<file path="config.mk">
export PLATFORM = sky130hd
export DESIGN_NAME = mem_access_unit
export DESIGN_NICKNAME = d
export VERILOG_FILES = /design/src/rtl/mem_access_unit.sv
export SDC_FILE = /design/constraint.sdc
export NUM_CORES = 1
export LEC_CHECK = 0
export ABC_CLOCK_PERIOD_IN_PS = 1550
export CAP_MARGIN = 20
export CORE_ASPECT_RATIO = 0.7
export CORE_MARGIN = 8
export CORE_UTILIZATION = 31
export CTS_CLUSTER_DIAMETER = 50
export DETAILED_ROUTE_END_ITERATION = 7
export MAX_ROUTING_LAYER = met4
export PLACE_DENSITY = 0.62
export SLEW_MARGIN = 20
export SYNTH_ARGS = -nofsm -noshare
export SYNTH_HDL_FRONTEND = slang
export SYNTH_SLANG_ARGS = --single-unit
</file>
<file path="constraint.sdc">
create_clock -name clk -period 1.55 [get_ports clk]
set_clock_uncertainty 0.15 [all_clocks]
set_input_delay 0.31 -clock clk [delete_from_list [all_inputs] [get_ports clk]]
set_output_delay 0.31 -clock clk [all_outputs]
set_load 0.02 [all_outputs]
</file>
<file path="src/rtl/mem_access_unit.sv">
// -----------------------------------------------------------------------------
// mem_access_unit
//
// MEM stage of the 5-stage core. It sits at the consumer end of the EX/MEM
// pipeline buffer and does the following:
//   * Passes non-memory ops straight through to the MEM/WB register, with one
//     cycle of latency.
//   * For loads and stores, latches the operation and runs a req/ack
//     transaction to data memory. The upstream pipeline is stalled until the
//     transaction completes or times out.
//   * Presents the completed result to MEM/WB for exactly one cycle (DONE).
//     After that cycle the outputs return to a bubble.
//
// Parameters
//   ADDR_W   data-memory address width (dmem_addr = ALUResult_i[ADDR_W-1:0])
//   TIMEOUT  cycles spent in ACCESS without dmem_ack before the access is
//            aborted (must be >= 2)
//
// Ports
//   clk, rst                     clock, asynchronous active-low reset
//   MemRead_i / MemWrite_i       load / store request from EX/MEM
//   MemtoReg_i, ALUResult_i      writeback select, address or ALU result
//   MemData_i, rd_i              store data, destination register
//   dmem_req/we/addr/wdata       request side of the data-memory port
//   dmem_rdata/ack               response side (ack is a one-cycle pulse)
//   stall_o                      hold PC, IF/ID, ID/EX, EX/MEM this cycle
//   mem_err_o                    sticky: timeout or read+write conflict
//   MemtoReg_o, ReadData_o,
//   ALUResult_o, rd_o            values for the MEM/WB register
// -----------------------------------------------------------------------------
module mem_access_unit #(
  parameter int ADDR_W  = 32,
  parameter int TIMEOUT = 16
) (
  input  logic              clk,
  input  logic              rst,
  input  logic              MemRead_i,
  input  logic              MemWrite_i,
  input  logic              MemtoReg_i,
  input  logic [31:0]       ALUResult_i,
  input  logic [31:0]       MemData_i,
  input  logic [4:0]        rd_i,
  output logic              dmem_req,
  output logic              dmem_we,
  output logic [ADDR_W-1:0] dmem_addr,
  output logic [31:0]       dmem_wdata,
  input  logic [31:0]       dmem_rdata,
  input  logic              dmem_ack,
  output logic              stall_o,
  output logic              mem_err_o,
  output logic              MemtoReg_o,
  output logic [31:0]       ReadData_o,
  output logic [31:0]       ALUResult_o,
  output logic [4:0]        rd_o
);

  localparam int CNT_W = (TIMEOUT > 2) ? $clog2(TIMEOUT) : 1;
  localparam logic [CNT_W-1:0] CNT_LAST = CNT_W'(TIMEOUT - 1);

  typedef enum logic [1:0] {
    IDLE   = 2'd0,
    ACCESS = 2'd1,
    DONE   = 2'd2
  } state_t;

  state_t           state;
  logic [CNT_W-1:0] wait_cnt;

  // The operation captured on acceptance. The EX/MEM buffer is held by the
  // stall, but the MEM/WB values are taken from this copy so that they never
  // depend on upstream behaviour during the access.
  logic             lat_mtr;
  logic [31:0]      lat_alu;
  logic [4:0]       lat_rd;

  logic             mem_op;
  assign mem_op = MemRead_i | MemWrite_i;

  // During ACCESS the stall is the registered request. In IDLE the stall is
  // raised combinationally as soon as a memory op appears. That lets the
  // upstream stages freeze in the same cycle the op is accepted. The stall is
  // gated by rst so that it also drops while reset is held, even if the buffer
  // still shows a memory op.
  assign stall_o = rst & (dmem_req | ((state == IDLE) & mem_op));

  // NOTE: every register here, the datapath latches included, sits on the
  // async reset. Reset therefore returns all outputs to zero immediately, and
  // an in-flight request is abandoned within the same cycle.
  always_ff @(posedge clk or negedge rst) begin
    if (!rst) begin
      state       <= IDLE;
      wait_cnt    <= '0;
      dmem_req    <= 1'b0;
      dmem_we     <= 1'b0;
      dmem_addr   <= '0;
      dmem_wdata  <= '0;
      lat_mtr     <= 1'b0;
      lat_alu     <= '0;
      lat_rd      <= '0;
      mem_err_o   <= 1'b0;
      MemtoReg_o  <= 1'b0;
      ReadData_o  <= '0;
      ALUResult_o <= '0;
      rd_o        <= '0;
    end else begin
      // NOTE: non-blocking assignments throughout. All the state in this block
      // updates together at the edge, and every decision reads the
      // pre-edge values.
      case (state)
        IDLE: begin
          if (mem_op) begin
            // Accept. A read+write conflict is executed as a store and
            // flagged as an error.
            dmem_req    <= 1'b1;
            dmem_we     <= MemWrite_i;
            dmem_addr   <= ALUResult_i[ADDR_W-1:0];
            dmem_wdata  <= MemData_i;
            lat_mtr     <= MemtoReg_i;
            lat_alu     <= ALUResult_i;
            lat_rd      <= rd_i;
            wait_cnt    <= '0;
            if (MemRead_i & MemWrite_i) begin
              mem_err_o <= 1'b1;
            end
            MemtoReg_o  <= 1'b0;
            ReadData_o  <= '0;
            ALUResult_o <= '0;
            rd_o        <= '0;
            state       <= ACCESS;
          end else begin
            // Non-memory op: pass through.
            MemtoReg_o  <= MemtoReg_i;
            ReadData_o  <= '0;
            ALUResult_o <= ALUResult_i;
            rd_o        <= rd_i;
          end
        end

        ACCESS: begin
          if (dmem_ack) begin
            dmem_req    <= 1'b0;
            ReadData_o  <= dmem_we ? 32'd0 : dmem_rdata;
            MemtoReg_o  <= lat_mtr;
            ALUResult_o <= lat_alu;
            rd_o        <= lat_rd;
            state       <= DONE;
          end else if (wait_cnt == CNT_LAST) begin
            // Abort. With rd forced to 0 the writeback is harmless, which
            // effectively drops the result.
            dmem_req    <= 1'b0;
            mem_err_o   <= 1'b1;
            ReadData_o  <= '0;
            MemtoReg_o  <= lat_mtr;
            ALUResult_o <= lat_alu;
            rd_o        <= '0;
            state       <= DONE;
          end else begin
            wait_cnt    <= wait_cnt + CNT_W'(1);
          end
        end

        DONE: begin
          // Upstream advances at this edge. The buffer still holds the op
          // that just completed, so the inputs are ignored for one cycle.
          MemtoReg_o  <= 1'b0;
          ReadData_o  <= '0;
          ALUResult_o <= '0;
          rd_o        <= '0;
          state       <= IDLE;
        end

        default: begin
          state <= IDLE;
        end
      endcase
    end
  end

endmodule
</file>
* Word-level counts from Yosys, hierarchy flattened *
Index checks and enable logic that the tools add are counted.

word-level totals
  flip-flop bits (word level) = 149
  output and inout bits = 138
  word-level logic and storage cells = 73

operators by class
  $add $sub $neg = 1
  eq/ne operators = 9
  muxes and demuxes = 33
  bitwise logic cells = 5
  reduce and logical (&&, ||, !) cells = 12

operators by type and width
  operator                                                         number
  32-bit 2-to-1 mux                                                6
  32-bit one-hot mux with 3 select lines                           1
  32-bit one-hot mux with 2 select lines                           1
  5-bit 2-to-1 mux                                                 3
  5-bit one-hot mux with 3 select lines                            1
  4-bit 2-to-1 mux                                                 3
  1-bit 2-to-1 mux                                                 10
  2-bit != test, second input constant                             4
  4-bit one-hot mux with 2 select lines                            1
  2-bit AND reduction                                              4
  2-bit 2-to-1 mux                                                 3
  5-bit AND reduction                                              1
  4-bit by 1-bit adder with 4-bit output, second input constant    1
  4-bit == test, second input constant                             1
  1-bit one-hot mux with 2 select lines                            2
  2-bit one-hot mux with 2 select lines                            1
  4-bit AND reduction                                              1
  2-bit nonzero test                                               2
  1-bit bitwise AND                                                3
  3-bit != test, second input constant                             1
  1-bit one-hot mux with 3 select lines                            1
  3-bit AND reduction                                              1
  3-bit nonzero test                                               1
  2-bit by 1-bit == test with 1-bit output, second input constant  1
  other kinds (5)                                                  6

* Depth between registers and ports, before layout *
Gate-level depths: netlist (run 1).

  word-level depth = 4
  mapped depth = 9
  depth with buffers taken out = 6

* Least setup slack after synthesis (run 1) *
Ideal clock, no wire load.

  kind = flip-flop to output port
  start point = reg state[0]
  end point = out stall_o
  arrival time = 1.280 ns
  data required time = 1.090 ns
  path slack = -0.190 ns
  cell stages (with the launch flop) = 7
  path buffers = 2
  path through = dfrtp_1 inv_1 ha_1 buf_6 nor2b_1 buf_4 o21a_1

on the way
  word-level cells in the longest chain between the ends = 4

ends and longest elaborated chain
  item                      RTL line  source
  start: declaration        66        state_t state;
  start signal: assignment  91        state <= IDLE;
  start signal: assignment  129       state <= ACCESS;
  start signal: assignment  146       state <= DONE;
  2-bit logical NOT         84        assign stall_o = rst & (dmem_req | ((state == IDLE) & mem_op));
  1-bit bitwise AND         84
  1-bit OR                  84
  1-bit bitwise AND         84
  end: declaration          49        output logic stall_o,

No other way between the ends.

* Worst setup path after layout (run 1) *
  start point = reg state[1]
  end point = out stall_o

The elaborated chain is that of the path after synthesis.

==> results of run 1 <==
==> placed cells by master (no fill, tap or decap), types with 4 or more instances in the layout <==
cell type / n
sky130_fd_sc_hd__buf_12: 15
sky130_fd_sc_hd__nor2_4: 17
sky130_fd_sc_hd__o21ai_1: 12
sky130_fd_sc_hd__a21oi_1: 26
sky130_fd_sc_hd__buf_2: 122
sky130_fd_sc_hd__dfrtp_1: 149
sky130_fd_sc_hd__nor2_2: 8
sky130_fd_sc_hd__buf_16: 11
sky130_fd_sc_hd__a21oi_2: 16
sky130_fd_sc_hd__o21ai_2: 22
sky130_fd_sc_hd__clkbuf_16: 21
sky130_fd_sc_hd__o21ai_0: 6
sky130_fd_sc_hd__a22oi_2: 26
sky130_fd_sc_hd__buf_4: 39
sky130_fd_sc_hd__buf_6: 13
sky130_fd_sc_hd__clkdlybuf4s50_1: 105
sky130_fd_sc_hd__clkdlybuf4s15_2: 15
sky130_fd_sc_hd__a22oi_1: 13
sky130_fd_sc_hd__nand2_2: 17
sky130_fd_sc_hd__clkinv_4: 4
sky130_fd_sc_hd__bufinv_16: 4
sky130_fd_sc_hd__nand2_1: 265
sky130_fd_sc_hd__nor2_1: 19
==> power groups by stage <==
stage	clock (mW)	sequential, mW	combinational, mW
after floorplan	0	8.53	5.06
after global routing	4.74	7.00	15.4
final	4.47	6.79	14.2
after detailed placement	0	6.72	11.9
after global placement	0	6.67	11.8
after CTS	4.58	6.72	13.9
==> area by class of cell <==
type / count / area (µm²) / share of cell area (%)
Antenna cell: 1 / 2.50 / 0.0236
Tap cell: 270 / 338 / 3.19
Sequential cell: 149 / 3730 / 35.2
Clock inverter: 14 / 199 / 1.88
Inverter: 3 / 11.3 / 0.106
Multi-Input combinational cell: 479 / 2780 / 26.2
Clock buffer: 18 / 439 / 4.15
Timing Repair Buffer: 330 / 3090 / 29.2
==> worst paths after layout <==
check                         startpoint             end  slack, ps  cells past startpoint
max                             state[1]         stall_o       -340                      5
min                        MemData_i[16]  dmem_wdata[16]        260                      3
max reg2reg                     state[0]  ALUResult_o[2]       -300                      8
min reg2reg                    mem_err_o       mem_err_o        310                      1
max in group asynchronous            rst     lat_alu[20]        250                      4
min in group asynchronous            rst  dmem_wdata[25]        480                      4
==> layer usage <==
layer	global-route usage [%]	vias up	wire [µm]
met1	25.1	2816	11400
met5	-	-	0
met3	6.12	15	1660
li1	-	2827	-
met4	3.96	0	189
met2	27.2	171	10300
==> kinds of logic after synthesis <==
logic type | share of synthesized area (%)
and+or+nand+nor | 21.6
DFF | 58.8
buffers and inverters | 4.93
AOI/OAI and AO/OA | 13.6
muxes | 0.158
adders and majority gates | 0.986
==> metrics by stage <==
stage | area (µm²) | power [mW] | TNS, ps | util [%]
after global placement | 9350 | 18.5 | -65530 | 46.8
after CTS | 10600 | 25.2 | -18590 | 53.1
after global routing | 10600 | 27.1 | -31390 | 53.0
final | 10600 | 25.5 | -19900 | 53.0
after detailed placement | 9350 | 18.6 | -67900 | 46.8
after floorplan | 6510 | 13.6 | -8340 | -
==> worst register-to-register path, delay by kind of cell, from the launching register on <==
kind	cells	cell delay, ps
buffers and inverters	4	580
DFF	1	380
AOI/OAI and AO/OA	2	240
and+or+nand+nor	1	220
adders and majority gates	1	170
==> Yosys cell counts, types with 3 or more instances <==
| library cell | number |
|---|---|
| sky130_fd_sc_hd__a21oi_1 | 42 |
| sky130_fd_sc_hd__a22oi_1 | 39 |
| sky130_fd_sc_hd__buf_2 | 13 |
| sky130_fd_sc_hd__buf_4 | 13 |
| sky130_fd_sc_hd__buf_6 | 10 |
| sky130_fd_sc_hd__clkbuf_1 | 7 |
| sky130_fd_sc_hd__dfrtp_1 | 149 |
| sky130_fd_sc_hd__ha_1 | 5 |
| sky130_fd_sc_hd__inv_1 | 3 |
| sky130_fd_sc_hd__nand2_1 | 282 |
| sky130_fd_sc_hd__nor2_1 | 44 |
| sky130_fd_sc_hd__nor3_1 | 3 |
| sky130_fd_sc_hd__o21ai_0 | 10 |
| sky130_fd_sc_hd__o21ai_1 | 8 |
| sky130_fd_sc_hd__o21ai_2 | 23 |
==> registers in the layout (all words and copies together), names as in the netlist, 2 cells and up <==
| register | count |
|---|---|
| rd_o | 5 |
| lat_rd | 5 |
| ALUResult_o | 32 |
| ReadData_o | 32 |
| dmem_wdata | 32 |
| wait_cnt | 4 |
| state | 2 |
| lat_alu | 32 |
==> timing repair <==
item	4_1_cts	5_1_grt
gates resized for setup	547	124
endpoints found under the hold margin	113	0
hold buffers	1	0
pin swaps	17	21
gates cloned	16	4
buffers inserted	19	10
endpoints found under the setup margin	286	209
==> flow_metrics.tcl, run 1 <==
set metrics [dict create \
    tritoncts "built" \
    area_growth_pct 66.9 \
    fin_cells 1264 \
    synthArstFlopShare_pct 100 \
    layout-drive-gt1-share_pct 38.6 \
    clock_path_buffers 2 \
    fill_cells 1871 \
    layout_min_cycle_time_ps 1890 \
    placedCellCount 1185 \
    final.hold.worst_slack_ps 261 \
    power.density_mw_per_mm2 2410 \
    worst_setup_path_start_kind "register" \
    ys_warn_count 0 \
    layout_worst_path_cycle_share_pct 122 \
    fmax_mhz 528 \
    buffering_stage_count_on_the_worst_path_with_inverters_included 2 \
    grt_max_degree 113 \
    mappedNetlistArea_mm2 0.00634 \
    grt_first_pass_wirelength_mm 36.2 \
    grt-ovfl-total 0 \
    htree_num_levels 4 \
    floorplan.core_area_mm2 0.0200 \
    drt_iter0_drc 360 \
    clk_transition_reported_paths_ps 70 \
    path_cells "inv_2, ha_4, nor2b_4, o21a_4, buf_6" \
    timing.critical_path.arrival_ps 1430 \
    max_stage_delay_ps 360 \
    final_net_count 1092 \
    cts_root_buf "sky130_fd_sc_hd__clkbuf_16" \
    number_of_instances_in_the_synthesized_netlist 673 \
    violations "setup timing" \
    max_cap_violations 0 \
    synthesized_netlist_net_count 785 \
    cellInternalPower_mw 14.6 \
    timing.final.ws_setup_ps -345 \
    relSlewSlack_pct 56.3 \
    dp_hpwl_mm 14.2 \
    cts_buffers 17 \
    worst_setup_path_end_kind "output pin" \
    seqPwrFrac_pct 26.6 \
    power.static_leakage_nw 5.10 \
    grt_overall_usage_pct 18.7 \
    fp.dieW_um 187 \
    timing_worst_slew_pin_value_ps 656 \
    crit_family "flip-flops" \
    first_pass_iters 5 \
    finalHoldViolCount 0 \
    result_of_the_run "finished with violations" \
    floorplan.die.height_um 136 \
    port_buffers 244 \
    synth_flop_cell "sky130_fd_sc_hd__dfrtp_1" \
    synth_seq_cells 149 \
    pwr-share-clk_pct 17.5 \
    floorplan.die_area_mm2 0.0254 \
    post-place-ws_ps -667 \
    combinationalPowerShare_pct 55.8 \
    worst_hold_path_type "in2reg" \
    initial_utilization_pct 31.8 \
    path_class "reg2out" \
    ys_top_cells_by_area "sky130_fd_sc_hd__dfrtp_1, sky130_fd_sc_hd__nand2_1, sky130_fd_sc_hd__a22oi_1, sky130_fd_sc_hd__a21oi_1, sky130_fd_sc_hd__o21ai_2" \
    postSynthAreaPerCell_um2 9.43 \
    vias_per_cell 4.61 \
    vdd_drop_max_mv 0.800 \
    netlist.area_leader.share_pct 58.8 \
    routabilityCongestion 0.765 \
    slew_viol_final 0 \
    rows 43 \
    route.final.wire_length_mm 23.6 \
    power_switching_mw 10.8 \
    switching_share_pct 42.5 \
    post-synth-top-area-cell "sky130_fd_sc_hd__dfrtp_1" \
    grt_setup_unrepaired "true" \
    cpMaxStageDelayCell "sky130_fd_sc_hd__dfrtp_1" \
    clk-insertion-delay-late_ps 420 \
    critPathRequiredTime_ps 1090 \
    maximum_fanout_count_along_the_critical_path 2 \
    detailroute.via_count 5829 \
    tritoncts_num_sinks 149 \
    grt_antenna_before_repair 0 \
    io_pins 245 \
    route.detailed.drc 0 \
    count_of_different_cell_masters_after_synthesis 33 \
    number_of_global_route_vias_before_repair 6063 \
    synth_enable_flop_cells 0 \
    ant_nets 0 \
    seq_area_frac_synth_pct 58.8 \
    setup_violations 135 \
    wire_per_inst_um 18.7 \
]
(Power assumes the default switching activity.)
==> inputs of run 2 (changes only) <==
GPL_TIMING_DRIVEN = 0   (was default)
MAX_ROUTING_LAYER = default   (was met4)
==> flow_metrics.tcl, run 2 (synthesis results as in run 1) <==
set metrics [dict create \
    initial_utilization_pct 31.8 \
    fin_total_pwr_mw 25.1 \
    dp_hpwl_mm 15.3 \
    timing.final.ws_setup_ps -498 \
    layout.area.seq_mm2 0.00373 \
    detailroute.via_count 5811 \
    buffering_stage_count_on_the_worst_path_with_inverters_included 3 \
    crit_family "flip-flops" \
    htree_num_levels 4 \
    n_antenna_cell 0 \
    worstReg2RegEnd "ALUResult_o[30]" \
    io_pins 245 \
    clock_path_buffers 2 \
    rr_startpoint "state[0]" \
    placedCellCount 1188 \
    ant_nets 0 \
    slew_viol_final 0 \
    worst_setup_path_start_kind "register" \
    result_of_the_run "finished with violations" \
    rows 43 \
    fin_cells 1262 \
    path_class "reg2out" \
    finalHoldViolCount 58 \
    layout-drive-gt1-share_pct 33.9 \
    clk-insertion-delay-late_ps 420 \
    multiInputGateArea_mm2 0.00249 \
    port_buffers 244 \
    max_stage_delay_ps 390 \
    setup_violations 149 \
    final.hold.worst_slack_ps -323 \
    cts_buffers 17 \
    floorplan.die.height_um 136 \
    critical_path_depth 6 \
    cpMaxStageDelayCell "sky130_fd_sc_hd__dfrtp_1" \
    fill_cells 1871 \
    area_growth_pct 62.7 \
    grt_first_pass_wirelength_mm 34.6 \
    clk_transition_reported_paths_ps 60 \
    layout.cells.most_common "sky130_fd_sc_hd__nand2_1" \
    path_cells "inv_2, ha_4, buf_6, nor2b_4, o21a_4, buf_6" \
    route.final.wire_length_mm 22.6 \
    first_pass_iters 5 \
    floorplan.die_area_mm2 0.0254 \
    routabilityCongestion 0.752 \
    grt_antenna_before_repair 0 \
    fmax_mhz 488 \
    power.density_mw_per_mm2 2430 \
    timing_worst_slew_pin_value_ps 496 \
    timing.critical_path.arrival_ps 1590 \
    grt_setup_unrepaired "true" \
    number_of_global_route_vias_before_repair 5856 \
    utilization_pct 51.7 \
    maximum_fanout_count_along_the_critical_path 2 \
    grt-ovfl-total 0 \
    relSlewSlack_pct 67.0 \
    power.static_leakage_nw 5.07 \
    worst_setup_path_end_kind "output pin" \
    final_net_count 1092 \
    layout_worst_path_cycle_share_pct 132 \
    vias_per_cell 4.60 \
    violations "hold timing, setup timing" \
    tritoncts_num_sinks 149 \
    r2r_slack_ps -460 \
    wire_per_inst_um 17.9 \
    finalSetupTns_ps -42930 \
    max_cap_violations 0 \
    layout_min_cycle_time_ps 2050 \
    route.detailed.drc 0 \
    timing.reg2reg.worst_path_depth 9 \
    critPathRequiredTime_ps 1090 \
    worst_hold_path_type "in2async" \
    layout.cells.most_common_list "sky130_fd_sc_hd__nand2_1, sky130_fd_sc_hd__dfrtp_1, sky130_fd_sc_hd__buf_2, sky130_fd_sc_hd__clkdlybuf4s50_1, sky130_fd_sc_hd__nor2_1" \
    cts_root_buf "sky130_fd_sc_hd__clkbuf_16" \
    grt_overall_usage_pct 17.2 \
    vdd_drop_max_mv 0.923 \
    drt_iter0_drc 268 \
    tritoncts "built" \
    path_common_cell "sky130_fd_sc_hd__buf_6" \
    floorplan.core_area_mm2 0.0200 \
    fp.dieW_um 187 \
    grt_max_degree 93 \
]
run 2: cell types whose count changed in the layout (fill, tap and decap cells not counted), sizes merged:
cell,before,now
and2,3,2
buf,203,197
bufbuf,2,1
bufinv,4,2
clkbuf,22,29
clkdlybuf4s15,15,17
clkdlybuf4s50,105,104
clkinv,7,3
clkinvlp,0,4
diode,1,0
dlygate4sd2,0,1
dlygate4sd3,1,0
inv,6,7
run 2: layer usage:
metal	vias to the layer above	GRT usage (%)	part of all wire [%]
li1	2829	-	-
met1	2780	22.8	46
met2	183	25.8	45
met3	19	7.12	8.3
met4	0	4.31	1.1
met5	-	0	0
run 2: layout make-up:
class                           instances  share of cell area [%]
Buffer                                 41                    5.48
Clock buffer                           18                    4.25
Clock inverter                         13                    1.43
Inverter                                3                   0.133
Multi-Input combinational cell        478                    24.1
Sequential cell                       149                    36.1
Tap cell                              270                    3.27
Timing Repair Buffer                  290                    25.2
run 2: worst reg2reg max path, cell delays in order, from the launching register on:
cell and delay (ps):
sky130_fd_sc_hd__dfrtp_1 400, sky130_fd_sc_hd__buf_4 150, sky130_fd_sc_hd__buf_6 120, sky130_fd_sc_hd__ha_4 170
sky130_fd_sc_hd__buf_4 130, sky130_fd_sc_hd__and2_4 130, sky130_fd_sc_hd__buf_6 140, sky130_fd_sc_hd__buf_6 150
sky130_fd_sc_hd__a22oi_1 240, sky130_fd_sc_hd__a21oi_1 100
run 2: what timing repair did:
| action | 4_1_cts | 5_1_grt |
|---|---|---|
| pin swaps | 6 | 10 |
| buffers inserted | 22 | 10 |
| gates resized for setup | 598 | 70 |
| setup endpoints to repair | 286 | 192 |
| gates cloned | 13 | 3 |
| hold endpoints to repair | 58 | 58 |
run 2: worst max-delay path by stage:
stage / end / from
after floorplan: stall_o / state[0]
after global routing: stall_o / state[0]
final: stall_o / state[1]
after CTS: stall_o / state[0]
after global placement: ALUResult_o[15] / rst
after detailed placement: stall_o / MemWrite_i
run 2: power breakdown:
group | switching (mW) | internal, mW
Clock | 1.71 | 2.43
Combinational | 7.74 | 6.59
Sequential | 1.04 | 5.62
run 2: metrics by stage:
step | setup slack, ps | cell area (µm²)
floorplan | -145 | 6510
global placement | -6510 | 9290
detailed placement | -1110 | 9320
CTS | -582 | 10400
global route | -541 | 10300
finish | -498 | 10300
==> RTL change (settings of run 2) <==
Set the parameter `TIMEOUT` to 32 (it was 16).
--- a/src/rtl/mem_access_unit.sv
+++ b/src/rtl/mem_access_unit.sv
@@ -30,7 +30,7 @@
 // -----------------------------------------------------------------------------
 module mem_access_unit #(
   parameter int ADDR_W  = 32,
-  parameter int TIMEOUT = 16
+  parameter int TIMEOUT = 32
 ) (
   input  logic              clk,
   input  logic              rst,
Function: same outputs for any inputs over 4 cycles, from zero or initial values and one cycle with rst low; that may be too few to reach the edited logic, so the function may still have changed.
==> RTL change against run 2 <==
  * The run still ends with negative hold slack, negative setup slack left
  * Fmax fell by 1.9%
  * Utilization shrank 0.077 points
  * Sequential cell count up 1
  * Clock power fell by 4%
  * Routed wire length rose by 0.55%
  * Total power down 6.9%
  * Cell count decreased by 3.1%
  * Setup slack got worse by 0.039 ns
  * Design area increased by 3.6%
  * Area after synthesis is 3.2% higher
  * Register-to-register slack lost 0.08 ns
  * Critical path type is now reg -> reg
  * Largest cell class unchanged
==> RTL change: results (changes against run 2) <==
Synthesis
  • Synth unique cells: 34 (was 33)
  • Synth Warn #: 0 (unchanged)
  • Register area share after synthesis: 57.35% (was 58.77%)
  • Ranking of synthesized cells by area: dfrtp_1, nand2_1, a22o_1 (was dfrtp_1, nand2_1, a22oi_1)
  • Ys flop type: dfrtp_1 (unchanged)
  • Syn Nets: 754 (was 785)
  • Synth top cells by count: nand2_1, dfrtp_1, o21ai_0, a22o_1, o31ai_1 (was nand2_1, dfrtp_1, nor2_1, a21oi_1, a22oi_1)
  • Syn avg cell area: 10.21 um^2 (was 9.428 um^2)
  • Synth async-reset ratio: 100.0% (unchanged)

Timing
  • Post-layout worst setup margin: -0.5373 ns (was -0.4981 ns)
  • # setup viols final: 151 (was 149)
  • Final Hold Fails: 69 (was 58)
  • Worst rel slew slack: 59.54% (was 66.96%)
  • Min Hold Slack: -0.3373 ns (was -0.3232 ns)

Run status
  • Status: finished, violations left (unchanged)
  • Failing checks: negative hold slack, negative setup slack (unchanged)

Final layout
  • Fillers: 1,873 (was 1,871)
  • Total Nets Final: 1,047 (was 1,092)
  • Final instance area: 10,690 um^2 (was 10,330 um^2)
  • Fraction of layout cells with a size suffix above 1: 34.64% (was 33.87%)
  • Antenna cells: 0 (unchanged)

Global routing
  • GR Util All Layers: 16.77% (was 17.23%)
  • Largest net degree at the start of global routing: 82 (was 93)
  • First-pass GRT wire length: 34,230 um (was 34,610 um)
  • Initial antenna violation count: 0 (unchanged)
  • Number of global-route vias before repair: 5,824 (was 5,856)

Placed design
  • DPL Wire Length: 15,450 um (was 15,270 um)
  • Placed cell count: 1,160 (was 1,188)
  • Place WS: -0.8779 ns (was -1.115 ns)
  • Gp weighted congestion: 0.7711 (was 0.7522)
  • Number of I/O port buffers: 242 (was 244)
  • Placed cell area: 9438 um^2 (was 9320 um^2)

Clock tree
  • Worst-path clk slew: 0.07 ns
  • Clk_lat worst skew: 0.42 ns (about the same)
  • Clock Tree Buf Depth: 2 (unchanged)
  • CTS Buf Count: 17 (unchanged)
  • H-tree lvl count: 4 (unchanged)
  • Clock root cell: clkbuf_16 (unchanged)

Power
  • VDD IR max: 0.0009513 V (was 0.0009226 V)
  • LEAKAGE: 5.037 nW (was 5.071 nW)
  • P_clk: 3.99 mW (was 4.14 mW)
  • Logic power comb: 12.8 mW (was 14.3 mW)
  • Net switching power: 9.642 mW (was 10.49 mW)
  • Sequential power: 6.62 mW (was 6.66 mW)

Routing
  • Via/cell ratio: 4.758 (was 4.605)
  • Post-DR wirelength/cell: 18.57 um (was 17.90 um)
  • Iter 0 DRT Violations: 322 (was 268)
  • Overall routed net length: 22,710 um (was 22,590 um)
  • Drt pass-1 iters: 5 (unchanged)

Setup path
  • CP arrival: 2.23 ns (was 1.59 ns)
  • Delay-heaviest family, CP: simple AND/OR/NAND/NOR gates (was flip-flops)
  • Critical path fanouts, max: 10 (was 2)
  • Slowest stage delay, CP: 0.39 ns (about the same)
  • Critical-path top delay cell: dfrtp_1 (unchanged)

Min path
  • Worst hold-check path type: in -> async (unchanged)
==> RTL change: metal layers <==
metal  vias up  wire length, um  track usage (%)
li1       2764                -                -
met1      2839            10450            23.14
met2       201            10020            24.18
met3        15             2042            6.803
met4         0              198            3.853
met5         -                0                0
==> RTL change: through the flow <==
stage,setup TNS [ns],hold WS (ns)
after floorplan,-30.10,-0.1356
after global placement,-1080.75,0.3017
after detailed placement,-93.97,0.1621
after CTS,-52.23,-0.2905
after global routing,-55.63,-0.2751
final,-44.44,-0.3373
==> RTL change: cell families after synthesis <==
kind of cell	Yosys count	synth area share [%]
AOI/OAI and AO/OA	126	13.63
adders and majority gates	6	1.147
buffers and inverters	51	3.575
DFF	150	57.35
muxes	38	7.685
and+or+nand+nor	270	16.61
==> RTL change: path summary, 6_finish.rpt <==
path / from / end / slack (ns) / depth (start not counted)
min reg2reg: dmem_wdata[29] / dmem_wdata[29] / 0.32 / 2
max reg2reg: wait_cnt[0] / ALUResult_o[17] / -0.54 / 8
min: rst / dmem_wdata[27] / -0.34 / 1
min in group clk: MemRead_i / dmem_we / 0.22 / 3
max: wait_cnt[0] / ALUResult_o[17] / -0.54 / 8
max in group asynchronous: rst / ALUResult_o[26] / 0.77 / 2
==> RTL change: area by class of cell <==
class | count | area share, %
well taps | 276 | 3.230
multi-input cells | 441 | 25.93
clock buffers | 21 | 4.306
inverters | 3 | 0.1053
plain buffers | 44 | 4.903
repair buffers | 277 | 25.49
flip-flops and latches | 150 | 35.10
clock inverters | 11 | 0.9361
==> RTL change: timing repair <==
action / 4_1_cts / 5_1_grt
endpoints found under the hold margin: 69 / 69
gates resized for setup: 538 / 96
pin swaps: 4 / 29
gates cloned: 8 / 3
endpoints found under the setup margin: 287 / 213
setup buffers: 17 / 7
